===== config.mk =====
export PLATFORM = sky130hd
export DESIGN_NAME = axis_decim_requant
export DESIGN_NICKNAME = d
export VERILOG_FILES = /design/src/rtl/axis_decim_requant.sv
export SDC_FILE = /design/constraint.sdc
export NUM_CORES = 1
export LEC_CHECK = 0
export CORE_UTILIZATION = 53
export DETAILED_ROUTE_END_ITERATION = 8
export GPL_TIMING_DRIVEN = 0
export PLACE_DENSITY = 0.87
export SLEW_MARGIN = 5
export SYNTH_ARGS = -nofsm -noshare
export SYNTH_HDL_FRONTEND = slang
export SYNTH_SLANG_ARGS = --single-unit

===== constraint.sdc =====
create_clock -name aclk -period 5.5 [get_ports aclk]
set_input_delay 1.1 -clock aclk [delete_from_list [all_inputs] [get_ports aclk]]
set_output_delay 1.1 -clock aclk [all_outputs]
set_load 0.02 [all_outputs]

===== src/rtl/axis_decim_requant.sv =====
// axis_decim_requant
// Decimates an AXI-Stream of wide fixed-point samples by a runtime ratio R
// (one kept sample per R, plus every end-of-frame sample), rounds half-up to
// the narrower output Q format with saturation, and re-emits the result.
// Two register stages; both stall together when the output is blocked.

module axis_decim_requant #(
    parameter int in_width          = 32,
    parameter int in_decimal_width  = 30,
    parameter int out_width         = 16,
    parameter int out_decimal_width = 15,
    parameter int ratio_width       = 8
) (
    input  logic                   aclk,
    input  logic                   reset,
    input  logic [in_width-1:0]    s_axis_tdata,
    input  logic                   s_axis_tlast,
    input  logic                   s_axis_tvalid,
    output logic                   s_axis_tready,
    output logic [out_width-1:0]   m_axis_tdata,
    output logic                   m_axis_tlast,
    output logic                   m_axis_tvalid,
    input  logic                   m_axis_tready,
    input  logic [ratio_width-1:0] decim_ratio,
    output logic                   sat_pulse
);

    // Number of fractional bits discarded by the requantization.
    localparam int sh_c = in_decimal_width - out_decimal_width;
    // The rounded sum carries one guard bit so the rounding add never wraps.
    localparam int sw_c = in_width + 1;

    localparam logic [ratio_width-1:0] ratio_zero_c = {ratio_width{1'b0}};
    localparam logic [ratio_width-1:0] ratio_one_c  = {{(ratio_width-1){1'b0}}, 1'b1};

    // Half an output LSB, expressed in input LSBs.
    localparam logic signed [sw_c-1:0] round_c =
        {{(sw_c-sh_c){1'b0}}, 1'b1, {(sh_c-1){1'b0}}};

    // Saturation thresholds on the rounded sum: the shifted value exceeds the
    // output range exactly when the unshifted sum crosses +/-2^(out_width-1+sh).
    localparam logic signed [sw_c-1:0] hi_lim_c =
        {{(sw_c-out_width-sh_c){1'b0}}, 1'b1, {(out_width-1+sh_c){1'b0}}};
    localparam logic signed [sw_c-1:0] lo_lim_c =
        {{(sw_c-out_width-sh_c+1){1'b1}}, {(out_width-1+sh_c){1'b0}}};

    localparam logic [out_width-1:0] out_max_c = {1'b0, {(out_width-1){1'b1}}};
    localparam logic [out_width-1:0] out_min_c = {1'b1, {(out_width-1){1'b0}}};

    logic [ratio_width-1:0]  phase_r;
    logic [ratio_width-1:0]  ratio_q_r;
    logic                    st1_valid_r;
    logic                    st1_last_r;
    logic signed [sw_c-1:0]  st1_sum_r;
    logic                    st2_valid_r;

    logic                    advance_s;
    logic                    accept_s;
    logic                    keep_s;
    logic                    wrap_s;
    logic [ratio_width-1:0]  ratio_eff_s;
    logic [ratio_width-1:0]  ratio_next_s;
    logic                    clip_s;
    logic [out_width-1:0]    quant_s;

    // The pipe moves whenever stage 2 is empty or being drained.
    assign advance_s     = !st2_valid_r || m_axis_tready;
    assign s_axis_tready = advance_s;
    assign accept_s      = s_axis_tvalid && advance_s;
    assign m_axis_tvalid = st2_valid_r;

    // Decimation decisions: keep/drop, period wrap, and the ratio for the next period.
    always_comb begin
        ratio_eff_s  = ratio_q_r;
        ratio_next_s = decim_ratio;
        if (ratio_q_r == ratio_zero_c) begin
            ratio_eff_s = ratio_one_c;
        end else begin
            ratio_eff_s = ratio_q_r;
        end
        if (decim_ratio == ratio_zero_c) begin
            ratio_next_s = ratio_one_c;
        end else begin
            ratio_next_s = decim_ratio;
        end
        keep_s = (phase_r == ratio_zero_c) || s_axis_tlast;
        wrap_s = s_axis_tlast || (phase_r == (ratio_eff_s - ratio_one_c));
    end

    // Saturating requantization of the rounded stage-1 sum.
    always_comb begin
        quant_s = st1_sum_r[sh_c+out_width-1:sh_c];
        clip_s  = 1'b0;
        if (st1_sum_r >= hi_lim_c) begin
            quant_s = out_max_c;
            clip_s  = 1'b1;
        end else if (st1_sum_r < lo_lim_c) begin
            quant_s = out_min_c;
            clip_s  = 1'b1;
        end else begin
            quant_s = st1_sum_r[sh_c+out_width-1:sh_c];
            clip_s  = 1'b0;
        end
    end

    // Phase counter and latched ratio; the ratio only changes at a period or frame boundary.
    always_ff @(posedge aclk) begin
        if (reset) begin
            phase_r   <= ratio_zero_c;
            ratio_q_r <= decim_ratio;
        end else if (accept_s) begin
            if (wrap_s) begin
                phase_r   <= ratio_zero_c;
                ratio_q_r <= ratio_next_s;
            end else begin
                phase_r <= phase_r + ratio_one_c;
            end
        end
    end

    // Stage 1: register kept samples with the half-LSB rounding offset added.
    always_ff @(posedge aclk) begin
        if (reset) begin
            st1_valid_r <= 1'b0;
            st1_last_r  <= 1'b0;
            st1_sum_r   <= {sw_c{1'b0}};
        end else if (advance_s) begin
            st1_valid_r <= accept_s && keep_s;
            if (accept_s && keep_s) begin
                st1_sum_r  <= $signed({s_axis_tdata[in_width-1], s_axis_tdata}) + round_c;
                st1_last_r <= s_axis_tlast;
            end
        end
    end

    // Stage 2: output registers; held while the consumer stalls.
    always_ff @(posedge aclk) begin
        if (reset) begin
            st2_valid_r  <= 1'b0;
            m_axis_tdata <= {out_width{1'b0}};
            m_axis_tlast <= 1'b0;
            sat_pulse    <= 1'b0;
        end else if (advance_s) begin
            st2_valid_r <= st1_valid_r;
            sat_pulse   <= st1_valid_r && clip_s;
            if (st1_valid_r) begin
                m_axis_tdata <= quant_s;
                m_axis_tlast <= st1_last_r;
            end
        end else begin
            sat_pulse <= 1'b0;
        end
    end

endmodule

**Yosys cells after proc, flatten, opt, wreduce, memory -nomap -nowiden**

Cells that the tools add are included.

- Bits in registers: 70
- Input bits: 45
- Output and inout port bits: 20
- Word-level logic and storage cells: 42

- $add $sub $neg: 3
- $lt $le $gt $ge: 2
- Equality and inequality tests: 1
- Muxes and demuxes: 10
- Bitwise gates (word level): 1
- Reductions and logical operators: 16

Operators by type and width:

| cell | count |
|---|---|
| $mux W8 | 6 |
| $add A32 B16 Y33 const B | 1 |
| $ge A33 B32 Y1 const B | 1 |
| $lt A33 B31 Y1 const B | 1 |
| $mux W16 | 2 |
| $logic_not A8 Y1 | 3 |
| $add A8 B1 Y8 const B | 1 |
| $eq A8 B8 Y1 | 1 |
| $sub A8 B1 Y8 const B | 1 |
| $reduce_and A2 Y1 | 3 |
| $reduce_bool A2 Y1 | 2 |
| $logic_and A1 B1 Y1 | 3 |
| $logic_or A1 B1 Y1 | 3 |
| $mux W1 | 2 |
| $reduce_or A2 Y1 | 1 |
| $logic_not A1 Y1 | 1 |
| $not A1 Y1 | 1 |

**Depth between registers and ports, before layout**

Gate-level depths: netlist of the first run.

- Depth in word-level cells: 8
- Gate-level depth with buffers: 10
- Depth with buffers taken out: 9

**Least setup slack after synthesis of the first run**

No wires, ideal clock.

- Path type: reg-to-reg
- From: register ratio_q_r[2]
- To: register ratio_q_r[0], enable pin
- Library setup time: 0.325 ns
- Arrival: 2.709 ns
- Required time: 5.175 ns
- Setup slack: 2.466 ns
- Cell stages (with the launch flop): 11
- Clock period less this slack: 3.034 ns
- Path through: edfxtp_1 -> or4_4 -> nor3_2 -> nor2_1 -> ha_1 -> xor2_1 -> a22o_1 -> a32oi_1 -> o2111a_1 -> buf_1 -> a21bo_1

- Cells in the longest elaborated chain, start to end: 7

RTL lines:

| item | line | RTL |
|---|---|---|
| start: declaration | 51 | `logic [ratio_width-1:0] ratio_q_r;` |
| start signal: assignment | 110 | `ratio_q_r <= decim_ratio;` |
| start signal: assignment | 114 | `ratio_q_r <= ratio_next_s;` |
| $logic_not A8 Y1 | 76 | `if (ratio_q_r == ratio_zero_c) begin` |
| $mux W8 * | 76 |  |
| $sub A8 B1 Y8 * | 87 | `wrap_s = s_axis_tlast \|\| (phase_r == (ratio_eff_s - ratio_one_c));` |
| $eq A8 B8 Y1 * | 87 |  |
| $logic_or A1 B1 Y1 * | 87 |  |
| $reduce_bool A2 Y1 (no source line) * | - |  |
| $reduce_and A2 Y1 (no source line) * | - |  |

Mark *: on every way between the ends. The rest lies on a longest branch, timed or not.
A chain may end at the register's enable or synchronous reset.

**Worst setup path after layout of the first run**

- From: input m_axis_tready
- To: output s_axis_tready

- Cells in the longest elaborated chain, start to end: 1

RTL lines:

| item | line | RTL |
|---|---|---|
| start: declaration | 23 | `input logic m_axis_tready,` |
| $logic_or A1 B1 Y1 | 67 | `assign advance_s = !st2_valid_r \|\| m_axis_tready;` |
| end: declaration | 19 | `output logic s_axis_tready,` |

No other way between the ends.

==> results of run 1 <==
[cell usage in the layout, fill, tap and decap left out, types with 2 or more instances in the layout]
| master | instances |
|---|---|
| a21o_1 | 2 |
| clkbuf_1 | 23 |
| nor3_1 | 7 |
| xnor2_1 | 16 |
| inv_1 | 11 |
| a211oi_1 | 18 |
| nand3_1 | 12 |
| and2_1 | 2 |
| a2bb2oi_1 | 2 |
| buf_1 | 2 |
| a21oi_1 | 32 |
| dfxtp_1 | 47 |
| clkbuf_8 | 5 |
| nor2b_1 | 4 |
| nor4_1 | 4 |
| or2_2 | 2 |
| nor2_1 | 32 |
| o21ai_0 | 21 |
| ha_1 | 4 |
| nand2_1 | 42 |
| nand4_1 | 8 |
| nor4_4 | 2 |
| o21a_1 | 2 |
| xor2_1 | 9 |
| edfxtp_1 | 8 |
| clkdlybuf4s50_1 | 50 |
[state kept, by name (all words and copies together) (netlist names)]
| register | count |
|---|---|
| st1_valid_r | 1 |
| st1_sum_r | 18 |
| m_axis_tvalid | 1 |
| sat_pulse | 1 |
| m_axis_tdata | 16 |
| phase_r | 8 |
| st1_last_r | 1 |
| m_axis_tlast | 1 |
| ratio_q_r | 8 |
[cell type report]
cell class / instances / share of cell area
Multi-Input combinational cell: 237 / 0.4133
Sequential cell: 55 / 0.3490
Timing Repair Buffer: 50 / 0.1479
Buffer: 25 / 0.02810
Tap cell: 67 / 0.02477
Clock buffer: 6 / 0.02144
Inverter: 11 / 0.01220
Clock inverter: 2 / 0.003327
[per-layer routing]
metal,GRT usage,routed length (um),vias to the layer above
met2,0.4516,3182,62
met3,0.03841,191,16
li1,-,-,1260
met1,0.2576,2296,1149
met4,0.1261,174,0
met5,0,0,-
[worst max-delay path: cells and delay by family]
family                 cells  cell delay [ns]
and+or+nand+nor            1             0.22
buffers and inverters      4             1.22
[through the flow]
stage          instances  cell area, um^2
2_1_floorplan        328             2716
5_1_grt              453             3385
3_3_place_gp         445             3301
6_report             453             3385
4_1_cts              453             3385
3_5_place_dp         445             3301
[path summary, 6_finish.rpt]
| path | from | end | slack [ns] | cells past startpoint |
|---|---|---|---|---|
| worst max register to register | ratio_q_r[2]$_DFFE_PP_ | ratio_q_r[5]$_DFFE_PP_ | 2.02 | 9 |
| worst min register to register | m_axis_tdata[0]$_SDFFE_PP0P_ | m_axis_tdata[0]$_SDFFE_PP0P_ | 0.45 | 2 |
| worst min-delay path | m_axis_tdata[0]$_SDFFE_PP0P_ | m_axis_tdata[0]$_SDFFE_PP0P_ | 0.45 | 2 |
| worst max-delay path | m_axis_tready | s_axis_tready | 1.85 | 5 |
[cells in the mapped netlist (7+ instances only)]
library cell / instances
dfxtp_1: 47
nand2_1: 42
a21oi_1: 32
nor2_1: 32
clkbuf_1: 22
o21ai_0: 21
a211oi_1: 18
xnor2_1: 16
nand3_1: 12
inv_1: 11
xor2_1: 9
edfxtp_1: 8
nand4_1: 8
nor3_1: 7
[power by group]
group | internal (mW) | leakage (nW) | total (mW) | switching [mW]
clock network | 0.0896 | 0.0455 | 0.214 | 0.124
registers | 0.433 | 0.465 | 0.451 | 0.0179
logic | 0.0692 | 0.644 | 0.149 | 0.0795
total | 0.592 | 1.15 | 0.814 | 0.222
[cell families (layout without fill, tap and decap cells)]
logic type,count (synthesis),after routing,synth area share
AO/OA/AOI/OAI,86,86,0.1930
XOR/XNOR,25,25,0.08061
adder cells (fa/ha/maj),4,4,0.01843
buffers and inverters,36,94,0.05021
flip-flops,55,55,0.4348
multiplexers,2,2,0.007830
AND/OR/NAND/NOR,120,120,0.2151
==> qor.yml, run 1 <==
clocking:
  htreeDepth: 2
  hold_buffers: 0
  cts_tree: "yes"
  path_clk_slew_ns: 0.09
  numCtsBuffers: 5
  cts_buffer_depth: 2
  clock_latency_ns: 0.31
  post_cts_resize_count: 0
  root_buffer: "clkbuf_8"
  clock_sinks: 55
  postCtsSetupRepairBufs: 0
yosys:
  synthArstFlopShare: 0
  netlist_area_mm2: 0.002716
  ys.flop_type: "dfxtp_1"
  seq_area_frac_synth: 0.4348
  synth_edf_count: 8
  synth_top_area_share: 0.3464
  ys_ff_latch: 55
  synth_largest_area_cell: "dfxtp_1"
  synth_area_leaders: "dfxtp_1, edfxtp_1, a21oi_1"
  postSynthCellCount: 328
  synth_area_per_cell_um2: 8.282
  yosysWarnings: 0
  synth_nets: 377
  ys_types: 41
run_status:
  status: "finished, final reports clean"
critical_path:
  path_max_fanout: 10
  worst-setup-path-type: "in -> out"
  worstPathArrival_ns: 2.55
  crit_path_start_kind: "input port"
  cp_slowest_stage_delay_ns: 0.55
  crit_required_ns: 4.40
  end_kind: "output port"
  crit_top_cell: "clkdlybuf4s50_1"
  slowest_stage: "clkdlybuf4s50_1"
  path_cells: "clkdlybuf4s50_1 -> nor2b_1 -> inv_1 -> buf_2 -> clkdlybuf4s50_1"
route:
  drt_wl_total_mm: 5.844
  drtIter0Drc: 101
  final_antenna_net_count: 0
  via_count: 2487
  route.detailed.drc: 0
  vias_per_cell: 5.490
  wire_per_inst_um: 12.90
  first_pass_iters: 4
grt:
  grt_pass1_wl_mm: 10.05
  overflow: 0
  grt_usage: 0.2411
  grt_max_degree: 17
  antenna_found_initial: 0
  grt_pass1_vias: 2363
pwr:
  p_total_uw: 814.1
  cellPowerDensity_mw_per_mm2: 240.5
  p_leak_nw: 1.154
  irDropWorstVdd_mv: 0.1251
sta:
  fin_crit_sh: 0.6629
  finalHoldViolCount: 0
  setup_viol: 0
  setup_tns_ns: 0
  grt_setup_unrepaired: "false"
  fin_crit_ns: 3.646
  hold_ws_ns: 0.4542
  fin_ws_ns: 1.854
  max_freq_ghz: 0.2743
  drv_slew: 0
  worstMarginPinSlew_ns: 0.5588
  finClkSkew_ns: 0.01002
  relSlewSlack: 0.6258
final_layout:
  area_growth_pct: 24.60
  final_core_util: 0.7026
  drive_gt1_frac: 0.03886
  diodes: 0
  seq_area_mm2: 0.001181
  finalNetCount: 434
  multi_input_area_mm2: 0.001399
  fill_cells: 392
floorplanning:
  ioPinCount: 65
  start_util: 0.5639
  die_x_um: 73.59
  die_h_um: 73.59
  row_count: 25
  dieArea_mm2: 0.005415
  coreArea_mm2: 0.004817
placed_design:
  gp_congestion: 0.8623
  port_buffers: 50
  dp_hpwl_mm: 4.532
  dp_slack_ns: 1.781
run:
  drv_cap: 0
min_path:
  min_path_type: "reg -> reg"
(Power assumes the default switching activity.)
==> inputs of run 2 (changes only) <==
- CORE_UTILIZATION: 53 -> 49
- PLACE_DENSITY: 0.87 -> 0.82
- clock period: 5.5 -> 3.8 ns (I/O delays scaled with it)
==> run 2 against run 1 <==
Cell count is 0.66% higher; critical endpoint is now ratio_q_r[4]$_DFFE_PP_; count of clock-buffer cells in the layout shrank 1; setup slack got worse by 1.5 ns; register-to-register slack lost 1.6 ns; hold slack better by 0.0037 ns.
==> qor.yml, run 2 (synthesis gave the netlist of run 1 again) <==
clocking:
  hold_buffers: 0
  cts_tree: "yes"
  postCtsSetupRepairBufs: 0
  htreeDepth: 2
  root_buffer: "clkbuf_8"
  path_clk_slew_ns: 0.10
  post_cts_resize_count: 0
  clock_latency_ns: 0.31
  cts_buffer_depth: 2
  numCtsBuffers: 5
  clock_sinks: 55
floorplanning:
  start_util: 0.5186
  coreArea_mm2: 0.005238
  row_count: 26
  die_x_um: 76.46
  die_h_um: 76.46
  ioPinCount: 65
  dieArea_mm2: 0.005845
critical_path:
  path_buf_inv: 1
  path_max_fanout: 9
  worstPathArrival_ns: 3.41
  end_kind: "flip-flop"
  slowest_stage: "or4_4"
  r2r_slack_ns: 0.39
  cp_slowest_stage_delay_ns: 0.62
  setup.worst_path.start: "ratio_q_r[2]$_DFFE_PP_"
  critPathTopFamily: "simple AND/OR/NAND/NOR gates"
  path_cells: "or4_4 -> nor3_2 -> nor2_1 -> ha_1 -> xor2_1 -> a22o_1 -> a32oi_1 -> o2111a_1 -> buf_1 -> a21bo_1"
  crit_path_start_kind: "flip-flop"
  crit_required_ns: 3.79
  rr_startpoint: "ratio_q_r[2]$_DFFE_PP_"
  worst-setup-path-type: "reg -> reg"
pwr:
  p_leak_nw: 1.157
  cellPowerDensity_mw_per_mm2: 351.3
  irDropWorstVdd_mv: 0.1772
route:
  first_pass_iters: 5
  route.detailed.drc: 0
  drt_wl_total_mm: 5.687
  final_antenna_net_count: 0
  drtIter0Drc: 87
  vias_per_cell: 5.333
  via_count: 2432
  wire_per_inst_um: 12.47
grt:
  grt_pass1_vias: 2353
  grt_pass1_wl_mm: 9.887
  overflow: 0
  grt_max_degree: 19
  grt_usage: 0.2068
  antenna_found_initial: 0
min_path:
  min_path_type: "reg -> reg"
  worstHoldStart: "m_axis_tdata[0]$_SDFFE_PP0P_"
sta:
  worstMarginPinSlew_ns: 0.5419
  setup_tns_ns: 0
  fin_crit_sh: 0.8987
  drv_slew: 0
  max_freq_ghz: 0.2928
  grt_setup_unrepaired: "false"
  finalHoldViolCount: 0
  setup_viol: 0
  relSlewSlack: 0.6371
  hold_ws_ns: 0.4579
  finClkSkew_ns: 0.008538
  fin_crit_ns: 3.415
final_layout:
  layout_common_cells: "clkdlybuf4s50_1, dfxtp_1, nand2_1"
  drive_gt1_frac: 0.04145
  largest-register: "st1_sum_r"
  area_growth_pct: 25.01
  largest_reg_flops: 18
  top_regs: "st1_sum_r: 18 flops, m_axis_tdata: 16 flops"
  final_common_cell: "clkdlybuf4s50_1"
  finalNetCount: 434
  diodes: 0
run:
  drv_cap: 0
run_status:
  status: "finished, final reports clean"
placed_design:
  port_buffers: 50
  dp_hpwl_mm: 4.507
  gp_congestion: 0.8676
==> run 2: changes by cell type in the layout (fill, tap and decap cells not counted), sizes merged <==
cell and delta:
clkbuf -1, clkinv +1
==> run 2: layout make-up <==
cell class / count / area, um^2
repair buffers: 50 / 500.5
clock buffers: 5 / 68.82
well taps: 70 / 87.58
inverters: 11 / 41.29
flip-flops and latches: 55 / 1181
multi-input cells: 237 / 1399
fillers: 462 / 1842
clock inverters: 3 / 22.52
plain buffers: 25 / 95.09
==> run 2: final timing paths <==
path	endpoint	depth (start not counted)
worst min-delay path	m_axis_tdata[0]$_SDFFE_PP0P_	2
worst max register to register	ratio_q_r[4]$_DFFE_PP_	10
worst max-delay path	ratio_q_r[4]$_DFFE_PP_	10
worst min register to register	m_axis_tdata[0]$_SDFFE_PP0P_	2
==> run 2: worst min-delay path, cell delays in order, from the launching register on <==
cell,delay [ns]
dfxtp_1,0.32
nand2_1,0.05
a21oi_1,0.05
==> run 2: power breakdown <==
group,internal [mW],switching [mW],leakage (nW)
registers,0.627,0.0255,0.465
logic,0.100,0.114,0.644
clock network,0.132,0.194,0.0485
==> run 2: stage by stage <==
step / instance area [um^2] / util / std cells / setup slack [ns] / power (mW)
floorplan: 2716 / - / 328 / 0.7659 / 0.7858
global placement: 3304 / 0.6309 / 448 / 0.4438 / 0.8729
detailed placement: 3304 / 0.6309 / 448 / 0.4070 / 0.8799
CTS: 3396 / 0.6484 / 456 / 0.3917 / 1.199
global route: 3396 / 0.6484 / 456 / 0.1553 / 1.250
finish: 3396 / 0.6484 / 456 / 0.3850 / 1.193
==> run 2: routing by layer <==
metal / up-vias / routed length [um] / track usage
li1: 1267 / - / -
met1: 1110 / 2373 / 0.2244
met2: 51 / 3039 / 0.4081
met3: 4 / 211 / 0.03353
met4: 0 / 63 / 0.05385
met5: - / 0 / 0
